--- config.mk ---
export PLATFORM = sky130hd
export DESIGN_NAME = arbitro_mux_memoria
export DESIGN_NICKNAME = d
export VERILOG_FILES = /design/src/rtl/arbitro_mux_memoria_pkg.sv /design/src/rtl/arbitro_mux_memoria_registro_salida.sv /design/src/rtl/arbitro_mux_memoria.sv
export SDC_FILE = /design/constraint.sdc
export NUM_CORES = 1
export LEC_CHECK = 0
export ABC_AREA = 1
export CORE_MARGIN = 1.5
export CORE_UTILIZATION = 53
export CTS_CLUSTER_SIZE = 14
export DETAILED_ROUTE_END_ITERATION = 16
export PLACE_DENSITY = 0.85
export SLEW_MARGIN = 10
export SYNTH_ARGS = -nofsm -noshare
export SYNTH_HDL_FRONTEND = slang
export SYNTH_SLANG_ARGS = --single-unit
--- constraint.sdc ---
create_clock -name clk -period 4 [get_ports clk]
set_clock_uncertainty 0.05 [all_clocks]
set_input_delay 0.6 -clock clk [delete_from_list [all_inputs] [get_ports clk]]
set_output_delay 0.6 -clock clk [all_outputs]
set_load 0.03 [all_outputs]
--- src/rtl/arbitro_mux_memoria_pkg.sv ---
// Shared definitions for the two-requester memory mux arbiter:
// FSM state encoding, default burst length and a grant helper.
package arbitro_mux_memoria_pkg;

  typedef enum logic [1:0] {
    IDLE   = 2'b00,
    GRANT0 = 2'b01,
    GRANT1 = 2'b10
  } state_t;

  localparam int MAX_BURST_DEFAULT = 4;

  // Grant state that serves requester r.
  function automatic state_t grant_of(input logic r);
    return r ? GRANT1 : GRANT0;
  endfunction

endpackage

--- src/rtl/arbitro_mux_memoria_registro_salida.sv ---
// Output register: captures an accepted word and holds it until the
// downstream side takes it; a new load always wins over a drain.
module registro_salida (
  input  logic       clk,
  input  logic       reset_L,
  input  logic       load,
  input  logic [1:0] data_in,
  input  logic       ready_out,
  output logic [1:0] data_out,
  output logic       valid_out
);

  always_ff @(posedge clk) begin
    if (!reset_L) begin
      data_out  <= 2'b00;
      valid_out <= 1'b0;
    end else if (load) begin
      data_out  <= data_in;
      valid_out <= 1'b1;
    end else if (valid_out && ready_out) begin
      valid_out <= 1'b0;
    end
  end

endmodule

--- src/rtl/arbitro_mux_memoria.sv ---
// Two-requester round-robin arbiter with bounded bursts feeding a single
// registered output word toward memory.
module arbitro_mux_memoria
  import arbitro_mux_memoria_pkg::*;
#(
  parameter int MAX_BURST = MAX_BURST_DEFAULT
) (
  input  logic       clk,
  input  logic       reset_L,
  input  logic       valid0,
  input  logic       valid1,
  input  logic [1:0] data_in0,
  input  logic [1:0] data_in1,
  output logic       ready0,
  output logic       ready1,
  output logic       selector,
  output logic [1:0] data_out,
  output logic       valid_out,
  input  logic       ready_out
);

  localparam logic [3:0] BURST_LAST = 4'(MAX_BURST - 1);

  state_t     state, state_next;
  logic [3:0] burst_cnt, burst_cnt_next;
  logic       last_served, last_served_next;
  logic       out_free;
  logic       xfer0, xfer1;
  logic [1:0] data_sel;

  // Readies are gated by reset so no word is accepted in a reset cycle.
  assign out_free = !valid_out || ready_out;
  assign ready0   = reset_L && (state == GRANT0) && out_free;
  assign ready1   = reset_L && (state == GRANT1) && out_free;
  assign xfer0    = valid0 && ready0;
  assign xfer1    = valid1 && ready1;
  assign selector = (state == GRANT1);
  assign data_sel = selector ? data_in1 : data_in0;

  always_ff @(posedge clk) begin
    if (!reset_L) begin
      state       <= IDLE;
      burst_cnt   <= 4'd0;
      last_served <= 1'b1;
    end else begin
      state       <= state_next;
      burst_cnt   <= burst_cnt_next;
      last_served <= last_served_next;
    end
  end

  always_comb begin
    state_next       = state;
    burst_cnt_next   = burst_cnt;
    last_served_next = last_served;
    case (state)
      IDLE: begin
        burst_cnt_next = 4'd0;
        if (valid0 && valid1)
          state_next = grant_of(!last_served);
        else if (valid0)
          state_next = GRANT0;
        else if (valid1)
          state_next = GRANT1;
      end
      GRANT0: begin
        if (!valid0) begin
          burst_cnt_next   = 4'd0;
          last_served_next = 1'b0;
          state_next       = valid1 ? GRANT1 : IDLE;
        end else if (xfer0) begin
          if (burst_cnt == BURST_LAST) begin
            burst_cnt_next = 4'd0;
            if (valid1) begin
              state_next       = GRANT1;
              last_served_next = 1'b0;
            end
          end else begin
            burst_cnt_next = burst_cnt + 4'd1;
          end
        end
      end
      GRANT1: begin
        if (!valid1) begin
          burst_cnt_next   = 4'd0;
          last_served_next = 1'b1;
          state_next       = valid0 ? GRANT0 : IDLE;
        end else if (xfer1) begin
          if (burst_cnt == BURST_LAST) begin
            burst_cnt_next = 4'd0;
            if (valid0) begin
              state_next       = GRANT0;
              last_served_next = 1'b1;
            end
          end else begin
            burst_cnt_next = burst_cnt + 4'd1;
          end
        end
      end
      default: begin
        state_next     = IDLE;
        burst_cnt_next = 4'd0;
      end
    endcase
  end

  registro_salida u_registro_salida (
    .clk       (clk),
    .reset_L   (reset_L),
    .load      (xfer0 || xfer1),
    .data_in   (data_sel),
    .ready_out (ready_out),
    .data_out  (data_out),
    .valid_out (valid_out)
  );

endmodule
Word-level counts from Yosys, hierarchy flattened
Index checks and enable logic that the tools add are counted.
{ "op_classes": {"add_sub_neg": 1, "n_mux": 32, "reduce_logical": 17, "n_eq_ne": 9} }
{ "ops": {"columns": ["cell", "n"], "rows": [
  ["2-to-1 mux 2 bit", 13],
  ["2-to-1 mux 4 bit", 5],
  ["2-to-1 mux 1 bit", 11],
  ["inequality test 3 x 2 -> 1 bit (second input constant)", 3],
  ["inequality test 3 bit (second input constant)", 3],
  ["logical AND 1 bit", 8],
  ["case mux 4 bit (2 select lines)", 1],
  ["AND reduction 7 bit", 1],
  ["case mux 2 bit (3 select lines)", 1],
  ["AND reduction 5 bit", 1],
  ["adder 4 x 1 -> 4 bit (second input constant)", 1],
  ["equality test 4 x 2 -> 1 bit (second input constant)", 1],
  ["nonzero test 2 bit", 2],
  ["equality test 2 x 1 -> 1 bit (second input constant)", 1],
  ["equality test 2 bit (second input constant)", 1],
  ["zero test 2 bit", 1],
  ["logical OR 1 bit", 2],
  ["case mux 1 bit (2 select lines)", 1],
  ["AND reduction 2 bit", 1],
  ["zero test 1 bit", 1]
]} }
{ "totals": {"ff_bits": 10, "inputBits": 9, "elab_cells": 64} }

Depth between registers and ports, before layout
Gate-level depths: netlist of the first run.
{ "depth": {"depth_word": 7, "depth_mapped": 13, "mapped_depth_nobuf": 12} }

Hierarchy
A second synthesis of the first run with hierarchy kept.
{ "unflattened": {"cells_unflattened": 127, "hier_area_um2": 788.3} }
{ "modules_own_cells": {"columns": ["mod", "instances", "seq_area_each_um2", "cells_per_inst", "area_each_um2"], "rows": [
  ["arbitro_mux_memoria", 1, 140.1, 113, 679.4],
  ["registro_salida", 1, 60.1, 14, 108.9]
]} }

Worst setup path before layout of the first run
No wires, ideal clock.
{ "synth_path": {"path_kind": "reg-to-output", "start": "reg state[0]", "end": "out ready1", "path_slack_ns": 2.039, "stages_incl_launch_ff": 8, "path_buffers": 1, "t_required_ns": 3.350, "t_arrival_ns": 1.311, "cell_sequence": "dfxtp_1 inv_1 ha_1 buf_4 nand2_2 inv_2 nand2_2 inv_1"} }
{ "synth_between": {"elab_chain_len": 3} }
{ "synth_lines": {"columns": ["element", "line_no", "source"], "rows": [
  ["start, declared", "arbitro_mux_memoria.sv:24", "state_t state, state_next;"],
  ["start signal, assigned", "arbitro_mux_memoria.sv:46", "state <= state_next;"],
  ["equality test 2 bit", null, null],
  ["named net selector", "arbitro_mux_memoria.sv:16", "output logic selector,"],
  ["logical AND 1 bit (2 in a row)", "arbitro_mux_memoria.sv:34", "assign ready1 = reset_L && (state == GRANT1) && out_free;"],
  ["end, declared", "arbitro_mux_memoria.sv:15", "output logic ready1,"]
]} }
The timed path passes the listed nets, and every way through them passes these cells.

Final worst setup path of the first run
{ "layout_path": {"start": "in reset_L", "end": "out ready0"} }
{ "layout_between": {"elab_chain_len": 2} }
{ "layout_lines": {"columns": ["element", "line_no", "source"], "rows": [
  ["start, declared", "arbitro_mux_memoria.sv:9", "input logic reset_L,"],
  ["logical AND 1 bit (2 in a row)", "arbitro_mux_memoria.sv:33", "assign ready0 = reset_L && (state == GRANT0) && out_free;"],
  ["end, declared", "arbitro_mux_memoria.sv:14", "output logic ready0,"]
]} }
No other way between the ends.

==> impl_metrics.env, run 1 <==
export IMPL_status="finished clean"
export IMPL_grt_max_degree=12
export IMPL_antenna_found_initial=0
export IMPL_max_cap_violations=0
export IMPL_numCtsBuffers=3
export IMPL_die_area_um2=1630
export IMPL_die_h_um=40.3
export IMPL_drt_wirelength_per_cell_um=9.97
export IMPL_holdPathStages=2
export IMPL_synthTopCellsByArea="dfxtp_1 (27%), nand2_1 (18%), inv_1 (9.7%)"
export IMPL_clock_sinks=10
export IMPL_crit_path_start_kind="input port"
export IMPL_synthesis_nets=133
export IMPL_vias=743
export IMPL_grt_pass1_wl_mm=2.42
export IMPL_route_detailed_drc=0
export IMPL_ys_seq_area_share_pct=27.1
export IMPL_cts_buffer_depth=2
export IMPL_die_w_um=40.3
export IMPL_via_per_inst=5.02
export IMPL_r2r_setup_slack_ns=2.26
export IMPL_r2r_end="last_served"
export IMPL_cp_max_fo=11
export IMPL_crit_slowest_cell="clkdlybuf4s50_1"
export IMPL_cts_hold_buffers=0
export IMPL_fin_nets=149
export IMPL_ir_drop_v=0.000275
export IMPL_p_leak_nw=0.467
export IMPL_track_usage_pct=22.6
export IMPL_layout_min_cycle_time_ns=2.89
export IMPL_final_antenna_net_count=0
export IMPL_rows=13
export IMPL_synth_top_cell_area_share_pct=27.1
export IMPL_ys_warn_count=0
export IMPL_root_buffer="clkbuf_4"
export IMPL_grt_overflow_total=0
export IMPL_fmaxAchievable_ghz=0.347
export IMPL_hp_start="last_served"
export IMPL_grt_pass1_vias=643
export IMPL_fin_setup_tns_ns=0
export IMPL_drive_gt1_share_pct=11.3
export IMPL_avgSynthCellArea_um2=6.20
export IMPL_critical_path_top_delay_family="buffers and inverters"
export IMPL_cp_slowest_stage_delay_ns=0.70
export IMPL_syn_inst=119
export IMPL_synth_commonest_cells="nand2_1 (35), inv_1 (19), nor2_1 (12)"
export IMPL_ys_flop_type="dfxtp_1"
export IMPL_post_cts_resized=0
export IMPL_clkLatencyLatePin_ns=0.26
export IMPL_fin_crit_sh_pct=72.1
export IMPL_worst_pin_slew_ns=0.380
export IMPL_reg2reg_depth=10
export IMPL_post_cts_buffers=0
export IMPL_cts_tree="yes"
export IMPL_syn_area_um2=738
export IMPL_gp_congestion=0.840
export IMPL_detailed_place_hpwl_mm=1.18
export IMPL_ys_ff_latch=10
export IMPL_htreeDepth=1
export IMPL_end_kind="output pin"
export IMPL_synth_most_common_cell="nand2_1"
export IMPL_setup_violations=0
export IMPL_initial_core_util_pct=56.7
export IMPL_hold_violations=0
export IMPL_yosysUniqueCellTypes=21
export IMPL_drtIter0Drc=6
export IMPL_final_util_pct=68.8
export IMPL_synth_top_cell_by_area="dfxtp_1"
export IMPL_synth_edf_count=0
export IMPL_worstSetupPathType="in2out"
export IMPL_n_antenna_cell=0
export IMPL_hold_path_end="last_served"
export IMPL_port_buffers=14
export IMPL_core_area_um2=1300
export IMPL_firstDrtPassIters=4
export IMPL_cp_data_required_time_ns=3.35
export IMPL_maxSlewViolCount=0
export IMPL_relSlewSlack_pct=74.6
export IMPL_path_cells="clkdlybuf4s50_1, nand2_1, inv_1, nand2_1, inv_1, clkdlybuf4s50_1"
export IMPL_arrival_ns=2.24
export IMPL_powerDensity_nw_per_um2=536
export IMPL_hold_path_class="reg2reg"
export IMPL_routed_wirelength_mm=1.48
export IMPL_synthArstFlopShare_pct=0
export IMPL_io_pin_count=15
export IMPL_rsz0062_at_grt="no"
export IMPL_clk_pin_slew_worst_paths_ns=0.06
export IMPL_worst_path_buf_inv=4
export IMPL_area_growth_pct=21.4
export IMPL_r2r_start="state[0]"
## logic make-up after synthesis
family                     Yosys count  share of synthesized area [%]
DFF                                 10                           27.1
buffers and inverters               24                           13.9
and+or+nand+nor                     64                           38.8
AOI/OAI and AO/OA                   15                           10.5
xor gates and xnor gates             1                           1.19
adders and majority gates            5                           8.47
## flip-flops by register name (all words and copies together), names as in the netlist
signal,count
burst_cnt,4
state,2
u_registro_salida.data_out,2
last_served,1
u_registro_salida.valid_out,1
## final cells by class
class | instances | area, um^2
multi-input cells | 85 | 435
fillers | 115 | 405
flip-flops and latches | 10 | 200
repair buffers | 14 | 140
inverters | 21 | 78.8
clock buffers | 3 | 22.5
well taps | 15 | 18.8
## report_power, final
group          internal (mW)  total, mW  switching [mW]
clock network         0.0346     0.0665          0.0319
logic                  0.105      0.274           0.169
registers              0.122      0.140          0.0180
## how the worst max path moves through the flow
stage,from,endpoint,slack [ns],depth (start not counted)
final,reset_L,ready0,1.11,6
after CTS,reset_L,ready1,1.10,6
after global placement,reset_L,ready0,1.13,6
after floorplan,state[0],ready1,2.04,7
after detailed placement,reset_L,ready1,1.10,6
after global routing,reset_L,ready1,1.00,6
## placed cells by master, fill, tap and decap left out
cell,synthesis,routed
inv_1,19,19
nor2_2,1,1
a31oi_1,2,2
o21ai_0,9,9
nand4_1,1,1
nand2_2,7,7
nand2_4,1,1
xor2_1,1,1
inv_2,2,2
clkbuf_4,0,3
nor2_1,12,12
nor2_4,1,1
or2_1,1,1
ha_1,5,5
nand3_1,5,5
o21ai_1,2,2
dfxtp_1,10,10
clkdlybuf4s50_1,0,14
nand2_1,35,35
a21oi_1,2,2
## per-stage QoR
step / area (um^2) / hold slack, ns / cells / power (mW) / worst slack (ns)
final: 896 / 0.441 / 148 / 0.480 / 1.11
after global routing: 896 / 0.470 / 148 / 0.530 / 1.00
after CTS: 896 / 0.442 / 148 / 0.485 / 1.10
after detailed placement: 873 / 0.423 / 145 / 0.417 / 1.10
after global placement: 873 / 0.410 / 145 / 0.406 / 1.13
after floorplan: 738 / 0.394 / 119 / 0.352 / 2.04
## tightest hold or removal path, delay by kind of cell (launching register included)
kind          cells  cell delay, ns
simple gates      2            0.12
flops             1            0.35
## routing by layer
metal / up-vias / wire, um / global-route usage, %
met2: 8 / 705 / 41.7
met4: 0 / 36 / 10.8
met3: 5 / 36 / 3.33
li1: 395 / - / -
met5: - / 0 / 0
met1: 335 / 696 / 24.7
Power figures use the tool's default switching activity.
==> inputs of run 2 (changes only) <==
--- a/config.mk
+++ b/config.mk
@@ -7,10 +7,10 @@
 export LEC_CHECK = 0
 export ABC_AREA = 1
 export CORE_MARGIN = 1.5
-export CORE_UTILIZATION = 53
+export CORE_UTILIZATION = 49
 export CTS_CLUSTER_SIZE = 14
 export DETAILED_ROUTE_END_ITERATION = 16
-export PLACE_DENSITY = 0.85
+export PLACE_DENSITY = 0.8
 export SLEW_MARGIN = 10
 export SYNTH_ARGS = -nofsm -noshare
 export SYNTH_HDL_FRONTEND = slang
==> constraint.sdc (replaced) <==
create_clock -name clk -period 2.7 [get_ports clk]
set_clock_uncertainty 0.05 [all_clocks]
set_input_delay 0.405 -clock clk [delete_from_list [all_inputs] [get_ports clk]]
set_output_delay 0.405 -clock clk [all_outputs]
set_load 0.03 [all_outputs]
==> run 2 against run 1 <==
Against the previous run:
- global-route usage fell by 3.8 points
- die area rose by 7.6%
- design area rose by 3.2%
- count of clock-buffer cells in the layout rose by 1
- register-to-register slack got worse by 1.3 ns
- first-iteration DRC count rose to 3.2 times the previous value
- hold slack barely moved
- sequential share of layout area fell by 0.70 points
- critical path type unchanged
- highest routed layer unchanged
==> impl_metrics.env, run 2 (synthesized netlist as in run 1, its figures left out) <==
export IMPL_worstSetupPathType="in2out"
export IMPL_grt_pass1_wl_mm=2.60
export IMPL_grt_max_degree=10
export IMPL_largest_reg_flops=4
export IMPL_rows=13
export IMPL_met3_usage_pct=5.65
export IMPL_worst_pin_slew_ns=0.309
export IMPL_setup_violations=0
export IMPL_grt_use_met1_pct=24.6
export IMPL_fin_nets=151
export IMPL_routed_wirelength_mm=1.45
export IMPL_drtIter0Drc=19
export IMPL_final_antenna_net_count=0
export IMPL_fin_setup_tns_ns=0
export IMPL_dp_slack_ns=0.330
export IMPL_clk_pin_slew_worst_paths_ns=0.07
export IMPL_grt_busiest_layer="met2"
export IMPL_status="finished clean"
export IMPL_layout_common_cells="nand2_1 (35), inv_1 (19), clkdlybuf4s50_1 (14), nor2_1 (12), dfxtp_1 (10)"
export IMPL_layout_min_cycle_time_ns=2.39
export IMPL_powerDensity_nw_per_um2=816
export IMPL_initial_core_util_pct=54.7
export IMPL_clkLatencyLatePin_ns=0.26
export IMPL_fin_ws_ns=0.312
export IMPL_reg_largest_list="burst_cnt (4), state (2), u_registro_salida.data_out (2)"
export IMPL_crit_path_start="reset_L"
export IMPL_end_kind="output pin"
export IMPL_htreeDepth=1
export IMPL_clock_sinks=10
export IMPL_post_cts_buffers=0
export IMPL_endpoint="ready0"
export IMPL_p_leak_nw=0.484
export IMPL_maxSlewViolCount=0
export IMPL_vias=739
export IMPL_post_cts_resized=0
export IMPL_final_common_cell="nand2_1"
export IMPL_cp_max_fo=7
export IMPL_r2r_setup_slack_ns=0.96
export IMPL_relSlewSlack_pct=79.3
export IMPL_numCtsBuffers=3
export IMPL_ir_drop_v=0.000503
export IMPL_die_h_um=41.8
export IMPL_reg2reg_depth=11
export IMPL_cp_data_required_time_ns=2.25
export IMPL_fin_crit_sh_pct=88.5
export IMPL_rsz0062_at_grt="no"
export IMPL_arrival_ns=1.93
export IMPL_die_area_um2=1750
export IMPL_grt_overflow_total=0
export IMPL_core_area_um2=1350
export IMPL_cts_hold_buffers=0
export IMPL_final_area_um2=925
export IMPL_route_detailed_drc=0
export IMPL_cts_tree="yes"
export IMPL_hold_violations=0
export IMPL_io_pin_count=15
export IMPL_antenna_found_initial=0
export IMPL_via_per_inst=4.89
export IMPL_cts_buffer_depth=2
export IMPL_largest_register="burst_cnt"
export IMPL_firstDrtPassIters=4
export IMPL_grt_pass1_vias=664
export IMPL_crit_path_start_kind="input port"
export IMPL_r2r_start="state[0]"
export IMPL_area_growth_pct=25.3
export IMPL_fmaxAchievable_ghz=0.419
export IMPL_detailed_place_hpwl_mm=1.18
export IMPL_grt_use_met2_pct=29.7
export IMPL_r2r_end="last_served"
export IMPL_hold_path_class="reg2reg"
export IMPL_root_buffer="clkbuf_4"
export IMPL_track_usage_pct=18.8
export IMPL_die_w_um=41.8
export IMPL_max_cap_violations=0
export IMPL_drive_gt1_share_pct=13.2
export IMPL_port_buffers=14
export IMPL_drt_wirelength_per_cell_um=9.63
export IMPL_n_antenna_cell=0
export IMPL_gp_congestion=0.813
export IMPL_dpl_cell_area_um2=888
run 2: worst min-delay path by stage:
stage | startpoint | end | slack, ns | cells after the start
global route | last_served | last_served | 0.48 | 2
detailed placement | last_served | last_served | 0.42 | 2
CTS | last_served | last_served | 0.44 | 2
floorplan | last_served | last_served | 0.39 | 2
global placement | last_served | last_served | 0.41 | 2
finish | last_served | last_served | 0.44 | 2
run 2: power by group:
group	switching (mW)	internal, mW
Clock	0.0512	0.0818
Combinational	0.251	0.163
Sequential	0.0264	0.181
Total	0.329	0.426
run 2: layout make-up:
cell class | count | area (um^2)
Multi-Input combinational cell | 85 | 435
Timing Repair Buffer | 16 | 155
Clock buffer | 4 | 36.3
Inverter | 21 | 78.8
Sequential cell | 10 | 200
Tap cell | 15 | 18.8
Fill cell | 115 | 425
run 2: worst max-delay path, stage by stage:
cell and delay, ns:
clkdlybuf4s50_1 0.60, nand2_1 0.08, inv_1 0.05, nand2_1 0.06
inv_1 0.07, clkdlybuf4s50_1 0.66
run 2: per-layer routing:
layer,share of wire (%),up-vias
met1,48,327
li1,-,397
met3,4.4,2
met4,0.83,0
met2,47,13
met5,0,-
run 2: per-stage QoR:
stage / utilization (%) / instances / power, mW / hold WS, ns
6_report: 68.5 / 151 / 0.754 / 0.441
5_1_grt: 68.5 / 151 / 0.828 / 0.479
4_1_cts: 68.5 / 151 / 0.759 / 0.442
3_5_place_dp: 65.8 / 147 / 0.625 / 0.425
3_3_place_gp: 65.8 / 147 / 0.610 / 0.411
2_1_floorplan: - / 119 / 0.521 / 0.394
